<file path="src/rtl/uart_tx_ext.sv">
// UART transmitter: start, DATA_BITS data (LSB first), optional parity, 1/2 stop bits; optional parity via UART_TX_PARITY_EN.
// Latency: start bit on tx_o the cycle after acceptance; frame lasts div*(1+DATA_BITS+P+S) clocks, done_o in its last cycle.
// Backpressure: ready_o high only in IDLE; valid_i ignored (not queued) while a frame is in flight.
module uart_tx_ext #(
    parameter int DATA_BITS = 8,
    parameter int DIV_W     = 16
) (
    input  logic                 clk,
    input  logic                 resetn,
    input  logic                 valid_i,
    input  logic [DATA_BITS-1:0] d_i,
    input  logic [DIV_W-1:0]     div_i,
    input  logic [1:0]           parity_i,
    input  logic                 stop2_i,
    output logic                 ready_o,
    output logic                 tx_o,
    output logic                 busy_o,
    output logic                 done_o
);

    localparam int CNT_W = (DATA_BITS > 1) ? $clog2(DATA_BITS) : 1;
    localparam logic [CNT_W-1:0] LAST_DATA = CNT_W'(DATA_BITS - 1);

    typedef enum logic [2:0] {
        S_IDLE   = 3'd0,
        S_START  = 3'd1,
        S_DATA   = 3'd2,
`ifdef UART_TX_PARITY_EN
        S_PARITY = 3'd3,
`endif
        S_STOP   = 3'd4
    } state_t;

    state_t               state_q, state_d;
    logic [DIV_W-1:0]     tmr_q, tmr_d;
    logic [CNT_W-1:0]     cnt_q, cnt_d;
    logic [DATA_BITS-1:0] data_q, data_d;
    logic [DIV_W-1:0]     div_q, div_d;
    logic                 stop2_q, stop2_d;
    logic                 tx_q, tx_d;
    logic                 busy_q, busy_d;
    logic                 done_q, done_d;
    logic                 ready_q, ready_d;
    logic [DIV_W-1:0]     div_in;

`ifdef UART_TX_PARITY_EN
    logic par_en_q, par_en_d;
    logic par_odd_q, par_odd_d;
`else
    logic unused_parity;
    assign unused_parity = ^parity_i;
`endif

    // A zero divisor is treated as one clock per bit.
    assign div_in = (div_i == '0) ? DIV_W'(1) : div_i;

    always_comb begin
        state_d   = state_q;
        tmr_d     = tmr_q;
        cnt_d     = cnt_q;
        data_d    = data_q;
        div_d     = div_q;
        stop2_d   = stop2_q;
`ifdef UART_TX_PARITY_EN
        par_en_d  = par_en_q;
        par_odd_d = par_odd_q;
`endif
        case (state_q)
            S_IDLE: begin
                if (valid_i && ready_q) begin
                    state_d   = S_START;
                    data_d    = d_i;
                    div_d     = div_in;
                    stop2_d   = stop2_i;
                    tmr_d     = div_in - DIV_W'(1);
                    cnt_d     = '0;
`ifdef UART_TX_PARITY_EN
                    par_en_d  = (parity_i == 2'b01) || (parity_i == 2'b10);
                    par_odd_d = (parity_i == 2'b10);
`endif
                end
            end
            S_START: begin
                if (tmr_q == '0) begin
                    state_d = S_DATA;
                    tmr_d   = div_q - DIV_W'(1);
                    cnt_d   = '0;
                end else begin
                    tmr_d = tmr_q - DIV_W'(1);
                end
            end
            S_DATA: begin
                if (tmr_q == '0) begin
                    tmr_d = div_q - DIV_W'(1);
                    if (cnt_q == LAST_DATA) begin
                        cnt_d   = '0;
`ifdef UART_TX_PARITY_EN
                        state_d = par_en_q ? S_PARITY : S_STOP;
`else
                        state_d = S_STOP;
`endif
                    end else begin
                        cnt_d = cnt_q + CNT_W'(1);
                    end
                end else begin
                    tmr_d = tmr_q - DIV_W'(1);
                end
            end
`ifdef UART_TX_PARITY_EN
            S_PARITY: begin
                if (tmr_q == '0) begin
                    state_d = S_STOP;
                    tmr_d   = div_q - DIV_W'(1);
                    cnt_d   = '0;
                end else begin
                    tmr_d = tmr_q - DIV_W'(1);
                end
            end
`endif
            S_STOP: begin
                // cnt_q indexes the stop bit (0 or 1).
                if (tmr_q == '0) begin
                    if (!stop2_q || (cnt_q == CNT_W'(1))) begin
                        state_d = S_IDLE;
                        tmr_d   = '0;
                        cnt_d   = '0;
                    end else begin
                        cnt_d = CNT_W'(1);
                        tmr_d = div_q - DIV_W'(1);
                    end
                end else begin
                    tmr_d = tmr_q - DIV_W'(1);
                end
            end
            default: begin
                state_d = S_IDLE;
                tmr_d   = '0;
                cnt_d   = '0;
            end
        endcase
    end

    // Outputs are derived from the next state so they register in step with it.
    always_comb begin
        tx_d    = 1'b1;
        ready_d = (state_d == S_IDLE);
        busy_d  = (state_d != S_IDLE);
        done_d  = (state_d == S_STOP) && (tmr_d == '0) &&
                  (!stop2_d || (cnt_d == CNT_W'(1)));
        case (state_d)
            S_START:  tx_d = 1'b0;
            S_DATA:   tx_d = data_d[cnt_d];
`ifdef UART_TX_PARITY_EN
            S_PARITY: tx_d = (^data_d) ^ par_odd_d;
`endif
            default:  tx_d = 1'b1;
        endcase
    end

    always_ff @(posedge clk or negedge resetn) begin
        if (!resetn) begin
            state_q   <= S_IDLE;
            tmr_q     <= '0;
            cnt_q     <= '0;
            data_q    <= '0;
            div_q     <= '0;
            stop2_q   <= 1'b0;
`ifdef UART_TX_PARITY_EN
            par_en_q  <= 1'b0;
            par_odd_q <= 1'b0;
`endif
            tx_q      <= 1'b1;
            busy_q    <= 1'b0;
            done_q    <= 1'b0;
            ready_q   <= 1'b1;
        end else begin
            state_q   <= state_d;
            tmr_q     <= tmr_d;
            cnt_q     <= cnt_d;
            data_q    <= data_d;
            div_q     <= div_d;
            stop2_q   <= stop2_d;
`ifdef UART_TX_PARITY_EN
            par_en_q  <= par_en_d;
            par_odd_q <= par_odd_d;
`endif
            tx_q      <= tx_d;
            busy_q    <= busy_d;
            done_q    <= done_d;
            ready_q   <= ready_d;
        end
    end

    assign tx_o    = tx_q;
    assign busy_o  = busy_q;
    assign done_o  = done_q;
    assign ready_o = ready_q;

endmodule

</file>
<file path="config.mk">
export PLATFORM = sky130hd
export DESIGN_NAME = uart_tx_ext
export DESIGN_NICKNAME = d
export VERILOG_FILES = /design/src/rtl/uart_tx_ext.sv
export SDC_FILE = /design/constraint.sdc
export NUM_CORES = 1
export LEC_CHECK = 0
export BUFFER_PORTS_ARGS = -buffer_cell sky130_fd_sc_hd__buf_4
export CORE_UTILIZATION = 30
export CTS_CLUSTER_SIZE = 40
export DETAILED_ROUTE_END_ITERATION = 7
export PLACE_DENSITY = 0.52
export SLEW_MARGIN = 5
export SYNTH_ARGS = -nofsm -noshare
export SYNTH_HDL_FRONTEND = slang
export SYNTH_SLANG_ARGS = --single-unit
</file>
<file path="constraint.sdc">
create_clock -name clk -period 7.7 [get_ports clk]
set_input_delay 0.385 -clock clk [delete_from_list [all_inputs] [get_ports clk]]
set_output_delay 0.385 -clock clk [all_outputs]
set_load 0.05 [all_outputs]
</file>
After elaboration in Yosys (flattened, before gate mapping)
Index checks and enable logic that the tools add are counted.
{"block": "totals", "output_inout_bits": 4, "regBits": 51, "wordCells": 66, "inputBits": 30}
{"block": "classes", "eq_ne": 9, "n_reduce_logical": 15, "n_mux": 27, "n_lt_le_gt_ge": 1, "n_addsub": 4}
{"operator": "$mux 16", "n": 5}
{"operator": "$logic_not 16->1", "n": 3}
{"operator": "$pmux 16 s3", "n": 1}
{"operator": "$sub 16x1->16 const B", "n": 3}
{"operator": "$mux 3", "n": 11}
{"operator": "$pmux 3 s4", "n": 2}
{"operator": "$mux 8", "n": 2}
{"operator": "$eq 3x1->1 const B", "n": 4}
{"operator": "$eq 3x3->1 const B", "n": 3}
{"operator": "$eq 3x2->1 const B", "n": 2}
{"operator": "$logic_not 3->1", "n": 2}
{"operator": "$lt 3x4->1 const B", "n": 1}
{"operator": "$mux 1", "n": 4}
{"operator": "$add 3x1->3 const B", "n": 1}
{"operator": "$bmux 1 s3", "n": 1}
{"operator": "$logic_and 1x1->1", "n": 3}
{"operator": "$reduce_bool 3->1", "n": 1}
{"operator": "$logic_not 1->1", "n": 2}
{"operator": "$logic_or 1x1->1", "n": 2}
{"operator": "$pmux 1 s2", "n": 1}
{"operator": "$reduce_and 2->1", "n": 1}
{"operator": "$reduce_or 2->1", "n": 1}

Longest topological paths before layout
{"block": "depth", "ltp_word": 8, "depth_mapped": 12}

Worst setup path after synthesis
Ideal clock, no wire load.
{"block": "synth_path", "path_kind": "input-to-reg", "from": "in div_i[12]", "to": "reg done_q, in the netlist done_o", "n_path_buf": 0, "slack_ns": 4.359, "required_time_ns": 7.604, "t_arrival_ns": 3.245, "setup_ns": 0.096, "stages": 12, "path_cell_list": "or4_1 > nor4_2 > a21oi_1 > ha_1 > nor3b_1 > nand3_1 > xor2_1 > o21ai_0 > a32o_1 > nor3b_1 > or4b_1 > nor4_2"}
{"block": "synth_via", "elab_chain_cells": 8}
{"item": "from (decl)", "line_no": "12", "text": "input logic [DIV_W-1:0] div_i,"}
{"item": "$logic_not 16->1", "line_no": "55", "text": "assign div_in = (div_i == '0) ? DIV_W'(1) : div_i;"}
{"item": "$mux 16", "line_no": "55"}
{"item": "$sub 16x1->16", "line_no": "75", "text": "tmr_d = div_in - DIV_W'(1);"}
{"item": "$mux 16", "line_no": "70", "text": "if (valid_i && ready_q) begin"}
{"item": "$pmux 16 s3", "line_no": "68", "text": "case (state_q)"}
{"item": "net tmr_d[10]", "line_no": "35", "text": "logic [DIV_W-1:0] tmr_q, tmr_d;"}
{"item": "$logic_not 16->1", "line_no": "148", "text": "done_d = (state_d == S_STOP) && (tmr_d == '0) &&"}
{"item": "$logic_and 1x1->1 (2 in series)", "line_no": "148"}
{"item": "net done_d", "line_no": "42", "text": "logic done_q, done_d;"}
{"item": "to (signal assigned)", "line_no": "189", "text": "done_q <= done_d;"}
{"item": "to (decl)", "line_no": "42"}
The timed path passes the listed nets, and every way through them passes these cells.
A chain may end at the register's enable or synchronous reset.

Worst setup path after layout
Same ends and word-level chain as after synthesis.

==> out/summary.txt <==
First-pass GRT wire length: 15,000 um
Crit. Startpoint: div_i[12]
Avg WL per Cell: 16.8 um
Setup crit end kind: flip-flop
Flop2flop setup slack: 4.02 ns
R2R cell count: 10
Synth Register Bits: 51
CP Launch Type: primary input
Clk pin slew, worst setup/hold paths: 0.07 ns
CTS Buffer Depth: 2
Post-DP HPWL: 6670 um
Antenna Cells: 0
Root Buffer: clkbuf_16
Worst Tran Pin Value: 1.21 ns
Ys Warns: 0
Hold Crit Class: in -> async
Slack of the critical path: 3.98 ns
Final WL: 9040 um
Initial antenna violation count: 0
PortBufs: 31
Die W: 110 um
Worst vdd ir: 0.131 mV
Worst EP arrival: 3.90 ns
Drt initial violations: 244
Post-synthesis sequential area ratio: 0.366
Final setup viols: 0
Share of cells above drive strength 1: 0.220
Post-route ant nets: 0
Cell Pwr Density: 344 mW/mm^2
Remaining DRCs: 0
RSZ-0062 raised after global routing: false
Gp weighted congestion: 0.840
H-tree depth: 2
Synth Flop Type: dfrtp_1
Vias/cell: 5.34
CTS tree: built
Syn nets: 409
Initial Util: 0.308
Vias: 2,879
Nets: 432
R2R Path Start: tmr_q[0]
Crit path capture: done_o
Die Area: 0.0121 mm^2
Core Box Area: 0.0114 mm^2
Largest net degree at the start of global routing: 52
CTS resizes: 0
Clk_lat worst skew: 0.29 ns
Vias in the first global route: 2,897
Status: completed
Detailed Routing Iterations Pass 1: 4
Grt total ovfl: 0
Post-synth EDFFs: 0
Pre-CTS setup slack: 3.67 ns
Final Cycle Share: 0.483
Mean cell area of the mapped netlist: 9.40 um^2
Worst endpoint required time: 7.88 ns
Clock sink count: 51
Die height: 110 um
Share of flip-flops with an asynchronous set or reset: 1.00
Final Util: 0.349
Fin crit period: 3.72 ns
Setup TNS: 0 ns
Fmax: 269 MHz
Pins Over Slew Limit: 0
Total global-route track usage: 0.162
Max Cap Violations: 0
Syn Std Cell Area: 0.00350 mm^2
CP max FO: 5
RR Endpoint: done_o
I/O pins: 34
Netlist cell types: 66
Cells after Synth: 372
Setup bufs post-CTS: 0
Site Rows: 39
Area grow syn2layout: 13.3%
Final hold viol count: 0
Max_slew headroom: 0.184
Hold Buf Count CTS: 0
Type of the worst setup path: in -> reg
Num CTS Buffers: 5
Setup Skew: 0.00571 ns
Leak pwr: 0.00159 uW
==> worst min-delay path by stage <==
stage | startpoint | endpoint | slack (ns) | cells past startpoint
4_1_cts | resetn | busy_o | 0.17 | 1
3_3_place_gp | resetn | busy_o | 0.48 | 1
6_report | resetn | busy_o | 0.13 | 1
2_1_floorplan | resetn | busy_o | 0.09 | 0
3_5_place_dp | resetn | busy_o | 0.48 | 1
5_1_grt | resetn | busy_o | 0.18 | 1
==> worst max-delay path, stage by stage <==
cell and delay, ns:
buf_4 0.12, or4_1 0.64, nor4_2 0.40, a21oi_1 0.21, ha_1 0.27, nor3b_1 0.20
nand3_1 0.15, xor2_1 0.18, o21ai_0 0.09, a32o_1 0.25, nor3b_1 0.18, or4b_1 0.50
nor4_2 0.32
==> placed cells by master, fill, tap and decap left out, types with 4 or more instances in the layout <==
master / synthesis / routed
or3_1: 8 / 8
o21ai_0: 20 / 20
nor3_1: 19 / 19
nand3_1: 8 / 8
and3_1: 4 / 4
nand2_1: 30 / 30
o22ai_1: 7 / 7
o31ai_1: 5 / 5
o211ai_1: 4 / 4
clkbuf_16: 0 / 5
nor4_1: 5 / 5
ha_1: 7 / 7
a21oi_1: 13 / 13
or2_2: 4 / 4
xor2_1: 13 / 13
nor2_1: 27 / 27
xnor2_1: 14 / 14
buf_4: 2 / 34
nand3b_1: 4 / 4
mux2i_1: 4 / 4
a32o_1: 4 / 4
or4_1: 5 / 5
dfrtp_1: 49 / 49
nor2b_1: 5 / 5
mux2_2: 23 / 23
inv_1: 11 / 11
a211oi_1: 4 / 4
==> final cells by class <==
class | count | area (um^2)
inverters | 11 | 41.3
repair buffers | 34 | 255
clock inverters | 2 | 35.0
well taps | 143 | 179
fillers | 1178 | 7410
multi-input cells | 292 | 2030
flip-flops and latches | 51 | 1280
clock buffers | 6 | 139
==> routing by layer <==
layer / GRT usage / wire (um) / vias to the layer above
li1: - / - / 1431
met1: 0.219 / 4310 / 1363
met2: 0.270 / 4230 / 76
met3: 0.0306 / 411 / 9
met4: 0.0305 / 95 / 0
met5: 0 / 0 / -
==> Yosys cell counts, types with 5 or more instances <==
library cell	number	share of area
dfrtp_1	49	0.35
o31ai_1	5	0.011
or4_1	5	0.011
mux2_2	23	0.074
nor2_1	27	0.029
nand2_1	30	0.032
nor2b_1	5	0.0089
nor4_1	5	0.0089
buf_6	5	0.016
o21ai_0	20	0.029
clkbuf_1	6	0.0064
nand3_1	8	0.011
inv_1	11	0.012
a21oi_1	13	0.019
xor2_1	13	0.033
nor3_1	19	0.027
o22ai_1	7	0.013
xnor2_1	14	0.035
or3_1	8	0.014
ha_1	7	0.025
==> registers in the layout, indices dropped and copies added, names as in the netlist <==
name     count
tx_o         1
data_q       8
stop2_q      1
done_o       1
busy_o       1
state_q      3
tmr_q       16
div_q       16
cnt_q        3
ready_o      1
==> per-stage QoR <==
stage | std cells | total power, uW | hold slack [ns] | area [um^2]
after floorplan | 372 | 938 | 0.0894 | 3500
after global placement | 531 | 1090 | 0.478 | 3790
after detailed placement | 531 | 1100 | 0.482 | 3790
after CTS | 539 | 1370 | 0.173 | 3960
after global routing | 539 | 1470 | 0.181 | 3960
final | 539 | 1360 | 0.132 | 3960
==> kinds of logic after synthesis <==
group / after synthesis / share of synthesized area
and+or+nand+nor: 147 / 0.232
AOI/OAI and AO/OA: 84 / 0.172
DFF: 51 / 0.366
buffers and inverters: 29 / 0.0529
xor gates and xnor gates: 27 / 0.0676
muxes: 27 / 0.0855
adders and majority gates: 7 / 0.0250
==> report_power, final <==
| part | total [uW] | internal (uW) | switching [uW] | leakage [uW] |
|---|---|---|---|---|
| Sequential | 504 | 385 | 119 | 0.000631 |
| Clock | 264 | 162 | 102 | 0.0000868 |
| Combinational | 596 | 263 | 333 | 0.000875 |
| Total | 1360 | 809 | 554 | 0.00159 |
(Power assumes the default switching activity.)
